[src/rtl/bus_pkg.sv]
// Shared bus constants: default geometry, source-index map of the mini CPU
// datapath and the arbiter state type.
package bus_pkg;

   localparam int BUS_WIDTH = 32;
   localparam int BUS_NSRC  = 24;

   localparam int R0     = 0;
   localparam int R1     = 1;
   localparam int R2     = 2;
   localparam int R3     = 3;
   localparam int R4     = 4;
   localparam int R5     = 5;
   localparam int R6     = 6;
   localparam int R7     = 7;
   localparam int R8     = 8;
   localparam int R9     = 9;
   localparam int R10    = 10;
   localparam int R11    = 11;
   localparam int R12    = 12;
   localparam int R13    = 13;
   localparam int R14    = 14;
   localparam int R15    = 15;
   localparam int HI     = 16;
   localparam int LO     = 17;
   localparam int ZHIGH  = 18;
   localparam int ZLOW   = 19;
   localparam int PC     = 20;
   localparam int MDR    = 21;
   localparam int INPORT = 22;
   localparam int C      = 23;

   typedef enum logic {
      ST_IDLE = 1'b0,
      ST_OWN  = 1'b1
   } bus_state_e;

endpackage

[src/rtl/rr_pick.sv]
// Combinational winner picker: round-robin from a start pointer, or highest
// index first; requesters in the exclude mask never win.
module rr_pick #(
   parameter int NSRC = 24,
   parameter int IDXW = $clog2(NSRC)
) (
   input  logic [NSRC-1:0] i_req,
   input  logic [IDXW-1:0] i_start,
   input  logic            i_rr_mode,
   input  logic [NSRC-1:0] i_excl,
   output logic [NSRC-1:0] o_gnt,
   output logic            o_any
);

   logic [NSRC-1:0] w_cand;

   assign w_cand = i_req & ~i_excl;
   assign o_any  = |w_cand;

   always_comb begin
      logic found;
      int   idx;
      found = 1'b0;
      idx   = 0;
      o_gnt = '0;
      if (i_rr_mode) begin
         for (int i = 0; i < NSRC; i++) begin
            idx = int'(i_start) + i;
            if (idx >= NSRC) idx = idx - NSRC;
            if (!found && w_cand[idx]) begin
               o_gnt[idx] = 1'b1;
               found      = 1'b1;
            end
         end
      end else begin
         for (int i = NSRC - 1; i >= 0; i--) begin
            if (!found && w_cand[i]) begin
               o_gnt[i] = 1'b1;
               found    = 1'b1;
            end
         end
      end
   end

endmodule

[src/rtl/bus_arbiter_mux.sv]
// Registered datapath bus with request/grant arbitration, bounded tenure
// with preemption and a bus keeper on the output word.
//
//   state   | meaning
//   --------+-------------------------------------------------------------
//   ST_IDLE | no owner, gnt = 0, bus_out keeps its last value
//   ST_OWN  | exactly one owner, hold counter tracks tenure length
module bus_arbiter_mux
   import bus_pkg::*;
#(
   parameter int WIDTH    = BUS_WIDTH,
   parameter int NSRC     = BUS_NSRC,
   parameter int MAX_HOLD = 4,
   parameter int IDXW     = $clog2(NSRC)
) (
   input  logic                  clk,
   input  logic                  rst_n,
   input  logic [NSRC-1:0]       req,
   input  logic [NSRC*WIDTH-1:0] src_data,
   input  logic                  rr_mode,
   output logic [NSRC-1:0]       gnt,
   output logic [IDXW-1:0]       owner,
   output logic                  busy,
   output logic [WIDTH-1:0]      bus_out,
   output logic                  bus_valid,
   output logic                  preempt
);

   localparam int HW = $clog2(MAX_HOLD) + 1;

   bus_state_e       r_state;
   logic [NSRC-1:0]  r_gnt;
   logic [IDXW-1:0]  r_owner;
   logic [IDXW-1:0]  r_last;
   logic [HW-1:0]    r_hold;
   logic             r_preempt;
   logic [WIDTH-1:0] r_bus;
   logic             r_valid;

   logic [IDXW-1:0]  w_start;
   logic [NSRC-1:0]  w_win;
   logic             w_any;
   logic [IDXW-1:0]  w_win_idx;
   logic             w_owner_req;
   logic             w_hold_max;
   logic             w_take;
   logic [WIDTH-1:0] w_word;

   assign w_start = (r_last == IDXW'(NSRC - 1)) ? '0 : r_last + IDXW'(1);

   // Excluding the current grant keeps a preempted owner from re-winning.
   rr_pick #(
      .NSRC (NSRC),
      .IDXW (IDXW)
   ) u_pick (
      .i_req     (req),
      .i_start   (w_start),
      .i_rr_mode (rr_mode),
      .i_excl    (r_gnt),
      .o_gnt     (w_win),
      .o_any     (w_any)
   );

   always_comb begin
      w_win_idx = '0;
      for (int i = 0; i < NSRC; i++) begin
         if (w_win[i]) w_win_idx = IDXW'(i);
      end
   end

   always_comb begin
      w_word = '0;
      for (int i = 0; i < NSRC; i++) begin
         if (r_gnt[i]) w_word = src_data[i*WIDTH +: WIDTH];
      end
   end

   assign w_owner_req = |(req & r_gnt);
   assign w_hold_max  = (r_hold == HW'(MAX_HOLD - 1));
   assign w_take      = w_any && ((r_state == ST_IDLE) || !w_owner_req || w_hold_max);

   // The bus only loads while the owner still requests, so a released
   // source's last word is the one captured the edge before its release.
   always_ff @(posedge clk or negedge rst_n) begin
      if (!rst_n) begin
         r_state   <= ST_IDLE;
         r_gnt     <= '0;
         r_owner   <= '0;
         r_last    <= IDXW'(NSRC - 1);
         r_hold    <= '0;
         r_preempt <= 1'b0;
         r_bus     <= '0;
         r_valid   <= 1'b0;
      end else begin
         r_preempt <= 1'b0;
         if (r_state == ST_OWN && w_owner_req) begin
            r_bus   <= w_word;
            r_valid <= 1'b1;
         end else begin
            r_valid <= 1'b0;
         end

         if (w_take) begin
            r_state   <= ST_OWN;
            r_gnt     <= w_win;
            r_owner   <= w_win_idx;
            r_last    <= w_win_idx;
            r_hold    <= '0;
            r_preempt <= (r_state == ST_OWN) && w_owner_req;
         end else if (r_state == ST_OWN && !w_owner_req) begin
            r_state <= ST_IDLE;
            r_gnt   <= '0;
            r_owner <= '0;
            r_hold  <= '0;
         end else if (r_state == ST_OWN && !w_hold_max) begin
            r_hold <= r_hold + HW'(1);
         end
      end
   end

   assign gnt       = r_gnt;
   assign owner     = r_owner;
   assign busy      = (r_state == ST_OWN);
   assign bus_out   = r_bus;
   assign bus_valid = r_valid;
   assign preempt   = r_preempt;

endmodule

[config.mk]
export PLATFORM = sky130hd
export DESIGN_NAME = bus_arbiter_mux
export DESIGN_NICKNAME = d
export VERILOG_FILES = /design/src/rtl/bus_pkg.sv /design/src/rtl/rr_pick.sv /design/src/rtl/bus_arbiter_mux.sv
export SDC_FILE = /design/constraint.sdc
export NUM_CORES = 1
export LEC_CHECK = 0
export CORE_AREA = 8 8 330 332
export CTS_BUF_LIST = sky130_fd_sc_hd__clkbuf_16
export CTS_CLUSTER_SIZE = 30
export DETAILED_ROUTE_END_ITERATION = 8
export DIE_AREA = 0 0 338 340
export MAX_ROUTING_LAYER = met4
export PLACE_DENSITY = 0.47
export SETUP_SLACK_MARGIN = 0.05
export SYNTH_ARGS = -nofsm -noshare
export SYNTH_HDL_FRONTEND = slang
export SYNTH_HIERARCHICAL = 1
export SYNTH_SLANG_ARGS = --single-unit
[constraint.sdc]
create_clock -name clk -period 19.8 [get_ports clk]
set_clock_uncertainty 0.1 [all_clocks]
set_input_delay 1.98 -clock clk [delete_from_list [all_inputs] [get_ports clk]]
set_output_delay 1.98 -clock clk [all_outputs]
set_load 0.02 [all_outputs]
Yosys cells after proc, flatten, opt, wreduce, memory -nomap -nowiden
Index checks and enable logic that the tools add are counted.
- register bits: 72
- bits of input ports: 795
- output and inout bits: 64
- word-level logic and storage cells: 676
- add/subtract/negate cells: 49
- $lt $le $gt $ge: 72
- equality and inequality tests: 2
- muxes and demuxes: 390
- bitwise gates (word level): 27
- reductions and logical operators: 128
- operators by type and width (operator ; number):
    2-to-1 mux 32 bit ; 72
    2-to-1 mux 24 bit ; 50
    greater-or-equal comparator 32 x 1 -> 1 bit, second input constant ; 24
    < comparator 32 x 7 -> 1 bit, second input constant ; 24
    greater-or-equal comparator 32 x 6 -> 1 bit, second input constant ; 23
    subtractor 32 x 6 -> 32 bit, second input constant ; 23
    OR 24 bit ; 23
    2-to-1 mux 1 bit ; 192
    binary-select mux 1 bit (select 5 bit) ; 24
    demux 1 bit (select 5 bit) ; 24
    2-to-1 mux 5 bit ; 19
    logical AND 1 bit ; 74
    adder 5 x 4 -> 6 bit, second input constant ; 8
    adder 5 x 5 -> 6 bit, second input constant ; 8
    AND 24 bit ; 2
    logical NOT 1 bit ; 48
    OR reduction 24 bit ; 2
    adder 5 x 3 -> 6 bit, second input constant ; 4
    inverter 24 bit ; 1
    2-to-1 mux 3 bit ; 7
    adder 5 x 2 -> 6 bit, second input constant ; 2
    adder 5 x 1 -> 6 bit, second input constant ; 1
    subtractor 5 x 5 -> 6 bit, second input constant ; 1
    adder 5 x 1 -> 5 bit, second input constant ; 1
    9 further kinds ; 11

Depth between registers and ports, before layout
- depth in word-level cells: 126
- gate-level depth with buffers: 33
- depth with buffers taken out: 29

Hierarchy
The synthesis kept the hierarchy.
- modules (own cells, without submodules) (module ; times used ; cells each ; area each (µm²) ; sequential area each (µm²)):
    rr_pick ; 1 ; 1896 ; 12533.3 ; 0.0
    bus_arbiter_mux ; 1 ; 1329 ; 9940.8 ; 1806.7

Least setup slack after synthesis
OpenSTA, ideal clock, no wires.
- path kind: register to register
- from: reg r_last[0]
- to: reg r_owner[1], in the netlist owner[1]
- setup time: 0.136 ns
- arrival time: 7.297 ns
- required time: 19.564 ns
- setup slack: 12.266 ns
- cell stages (with the launch flop): 31
- buffers on the path: 6
- clock period less this slack: 7.534 ns
- cell sequence: dfstp_2 > ha_1 > xor2_1 > buf_2 > inv_1 > clkbuf_1 > clkbuf_1 > ha_1 > a21bo_2 > xnor2_2 > inv_2 > ha_1 > inv_1 > ha_1 > buf_1 > xnor3_1 > a41oi_1 > o311ai_1 > or4_1 > or3_1 > buf_4 > buf_4 > nor4_4 > a22oi_1 > and3_1 > a31oi_1 > o31ai_1 > a211oi_1 > nor3_1 > o41ai_1 > o21ai_0
- elaborated cells on any way between the ends: 500
- those cells by class: add/sub: 48; order compare: 72; eq/ne: 1; mux: 286; bitwise: 23; reduce/logical: 70
- RTL lines (element ; line ; source):
    start, declared ; bus_arbiter_mux.sv:34 ; logic [IDXW-1:0] r_last;
    start signal, assigned ; bus_arbiter_mux.sv:89 ; r_last <= IDXW'(NSRC - 1);
    start signal, assigned ; bus_arbiter_mux.sv:107 ; r_last <= w_win_idx;
    adder 5 x 1 -> 5 bit / == test 5 bit (equally long branches) ; bus_arbiter_mux.sv:49 ; assign w_start = (r_last == IDXW'(NSRC - 1)) ? '0 : r_last + IDXW'(1);
    2-to-1 mux 5 bit (*) ; bus_arbiter_mux.sv:49 ;
    via w_start[2] ; bus_arbiter_mux.sv:40 ; logic [IDXW-1:0] w_start;
    parallel branches: the longest is 98 deep, another holds subtractor 32 x 6 -> 32 bit ; -- ;
    2-to-1 mux 24 bit (*) ; rr_pick.sv:30 ; if (!found && w_cand[idx]) begin
    2-to-1 mux 24 bit (*) ; rr_pick.sv:26 ; if (i_rr_mode) begin
    via w_win[5] ; bus_arbiter_mux.sv:41 ; logic [NSRC-1:0] w_win;
    2-to-1 mux 3 bit (*) (3 in series) ; bus_arbiter_mux.sv:67 ; if (w_win[i]) w_win_idx = IDXW'(i);
    2-to-1 mux 5 bit (*) (16 in series) ; bus_arbiter_mux.sv:67 ;
    2-to-1 mux 5 bit (*) ; bus_arbiter_mux.sv:103 ; if (w_take) begin
    end signal, assigned ; bus_arbiter_mux.sv:106 ; r_owner <= w_win_idx;
    end, declared ; bus_arbiter_mux.sv:33 ; logic [IDXW-1:0] r_owner;
Mark *: on every way through the listed nets, which the timed path passes. The select of a mux whose other input is x is not followed.
A chain may end at the register's enable or synchronous reset.

Final worst setup path
- from: reg r_last[0]
- to: reg r_owner[0], in the netlist owner[0]
- elaborated cells on any way between the ends: 501
- those cells by class: add/sub: 48; order compare: 72; eq/ne: 1; mux: 287; bitwise: 23; reduce/logical: 70
- RTL lines (element ; line):
    adder 5 x 1 -> 5 bit / == test 5 bit (equally long branches) ; bus_arbiter_mux.sv:49
    2-to-1 mux 5 bit (*) ; bus_arbiter_mux.sv:49
    via w_start[2] ; bus_arbiter_mux.sv:40
    parallel branches: the longest is 98 deep, another holds subtractor 32 x 6 -> 32 bit ; --
    2-to-1 mux 24 bit (*) ; rr_pick.sv:30
    2-to-1 mux 24 bit (*) ; rr_pick.sv:26
    via w_win[11] ; bus_arbiter_mux.sv:41
    2-to-1 mux 5 bit (*) (13 in series) ; bus_arbiter_mux.sv:67
    2-to-1 mux 5 bit (*) ; bus_arbiter_mux.sv:103
Marked as above.

==> impl_results.md <==
- Outcome: finished clean
- Remaining Overflow, GRT: 0
- Synth Cell Area: 0.0225 mm^2
- TritonCTS clock tree: yes
- Synth cell count leaders: nand2_1 (304), nor2_1 (203), a21oi_1 (189)
- CTS Buf Count: 9
- Initial antenna violation count: 72
- Yosys reg bits: 72
- Setup violations, final: 0
- Worst-Skew Late Latency: 0.37 ns
- Count leader, synth: nand2_1
- Die Wd: 338 um
- M2 GR Usage: 60.2%
- Hold Startpoint: r_hold[2]
- Hold WC Path Type: register to register
- Met3 Use GR: 15.2%
- Core area: 0.104 mm^2
- Post-Synth XOR/XNOR Area: 1.39%
- R2R depth: 28
- Crit end category: register
- Vias per cell: 6.45
- Layout cell share with drive strength beyond 1: 10.3%
- Via count: 34.8k
- Max Fclk: 0.101 GHz
- Largest net degree at the start of global routing: 63
- DRT iter0 DRCs: 5384
- Max-cap violations: 0
- Area delta synth->final: 47.8%
- CP top delay family: compound AO/OA/AOI/OAI gates
- Slew Limit Fails: 0
- Drt drc: 0
- Multiplexer share of the synthesized area: 5.82%
- Starting density of the core: 21.6%
- Avg Inst Size Synth: 6.97 um^2
- Hold Crit Endpoint: r_hold[2]
- WP data required: 20.01 ns
- Share of synthesized registers carrying an async set or reset: 100%
- Nets@finish: 4807
- Reg-to-Reg End: owner[0]
- Ratio of final minimum period to clock period: 50.2%
- Post-placement cell count: 5322
- Synth Area in Simple Gates: 32.9%
- Worst-Margin Slew: 1.36 ns
- DRT Pass-1 Iters: 8
- Post-synth top area share: 7.57%
- Final hold violations: 0
- CTS H-Tree Depth: 3
- Worst-case hold slack: 0.394 ns
- # clock sinks: 72
- Worst Path Buf+Inv: 7
- Yosys warnings: 6
- Top Usage Layer GRT: met2
- First-pass GRT wire length: 319000 um
- Post-Synth Adder-Cell Area: 3.90%
- Setup bufs post-CTS: 0
- Crit path DAT: 10.15 ns
- Post-synth EDFFs: 0
- Worst-path fanout max: 29
- Post-cts sizing count: 0
- Synth area leader: dfrtp_1
- Max-slew headroom: 9.26%
- Total Negative Setup Slacks: 0 ns
- Net count after synthesis: 4090
- Die ar.: 0.115 mm^2
- Reg2reg start: r_last[0]
- Non-Filler Instances: 5394
- Largest family of logic cells by synthesized area: compound AO/OA/AOI/OAI gates
- Num rows: 119
- Clock transition at path regs: 0.07 ns
- CTS Hold Bufs: 0
- IO Port Bufs: 858
- Crit path kind: register to register
- Root Driver: clkbuf_16
- Synth Area in Compound Gates: 40.5%
- Final ANT Viol Nets: 0
- Grt met1 use: 51.3%
- Synth cell types: 102
- Critical-path top delay cell: nor3_1
- Die height: 340 um
- RSZ-0062 raised after global routing: false
- Min Tclk post-route: 9.94 ns
- HPWL Detailed: 205000 um
- CTS Buffer Depth: 2
- Gr usage total: 41.7%
- Cells after Synth: 3225
- Routed wire length per instance: 45.8 um
- Num ports: 859
- R2R Setup Slk: 9.86 ns
- Top area cells in the synthesized netlist: dfrtp_1 (7.6%), nand2_1 (5.1%), a21oi_1 (4.2%), ha_1 (3.9%), nand3_1 (3.5%)
- Routed wire length: 247000 um
- Seq/Total Area, Yosys: 8.04%
- Gp weighted congestion: 1.11
- Number of global-route vias before repair: 32.8k
- Critical path launch point type: register
- Hold Path Depth: 1
- # fillers: 11.4k
- Post-synth top flop: dfrtp_1
- Largest stage delay, worst path: 0.96 ns
==> worst register-to-register path: cells and delay by family, from the launching register on <==
family	cells	cell delay [ns]
buf+inv	7	1.72
compound gates	9	2.99
xor+xnor	2	0.45
simple gates	4	1.98
fa+ha+maj	4	1.20
flops	1	0.58
mux	2	0.87
==> logic make-up (layout without fill, tap and decap cells) <==
kind of cell / Yosys count / after routing
compound gates: 1203 / 1203
xor+xnor: 29 / 29
fa+ha+maj: 70 / 70
buf+inv: 390 / 1112
flops: 72 / 72
mux: 88 / 88
other cells: 0 / 56
simple gates: 1373 / 1373
==> per-stage QoR <==
| step | util, % | cell area [um^2] | setup slack (ns) |
|---|---|---|---|
| finish | 31.9 | 33200 | 9.86 |
| global route | 31.9 | 33200 | 9.76 |
| CTS | 31.8 | 33100 | 10.35 |
| detailed placement | 31.5 | 32800 | 10.40 |
| global placement | 31.5 | 32800 | 10.37 |
| floorplan | - | 22500 | 12.27 |
==> routing by layer <==
| layer | wire (um) | vias to the layer above |
|---|---|---|
| li1 | - | 14300 |
| met1 | 99200 | 17500 |
| met2 | 104000 | 2491 |
| met3 | 28700 | 479 |
| met4 | 14600 | 0 |
| met5 | 0 | - |
==> sequential cells by signal (all words and copies together) (netlist names) <==
signal / count
preempt: 1
r_hold: 3
owner: 5
r_last: 5
bus_valid: 1
busy: 1
gnt: 24
bus_out: 32
==> area by class of cell <==
type / count / area (um^2) / area share (%)
antenna: 56 / 140 / 0.422
clock buffer: 9 / 225 / 0.678
clock inverter: 7 / 55.1 / 0.166
inverter: 100 / 378 / 1.14
multi-input combinational: 2763 / 19200 / 57.9
sequential: 72 / 1830 / 5.50
tap: 1391 / 1740 / 5.24
timing repair buffer: 996 / 9620 / 29.0
==> layout by cell type (no fill, tap or decap), drive strengths merged, types with 58 or more instances in the layout <==
master         Yosys  final
clkdlybuf4s50      0    857
nand2            304    304
nor2             203    203
a21oi            190    190
nand3            160    160
o21ai            154    154
buf              102    139
nor2b            109    109
nor3             104    104
inv               95     96
o211ai            85     85
o22ai             84     84
nand2b            80     80
ha                70     70
nor4              69     69
dfrtp             68     68
a211oi            68     68
a221o             67     67
a22oi             65     65
o221ai            58     58
==> worst max-delay path by stage <==
| stage | cells past startpoint | endpoint | from |
|---|---|---|---|
| 2_1_floorplan | 30 | owner[1] | r_last[0] |
| 3_3_place_gp | 26 | owner[0] | r_last[0] |
| 3_5_place_dp | 28 | owner[0] | r_last[0] |
| 4_1_cts | 28 | owner[0] | r_last[0] |
| 5_1_grt | 25 | owner[0] | r_last[0] |
| 6_report | 28 | owner[0] | r_last[0] |
Power is not shown: default switching activity piles up to over one toggle a cycle in this logic, so the estimate is an artifact.
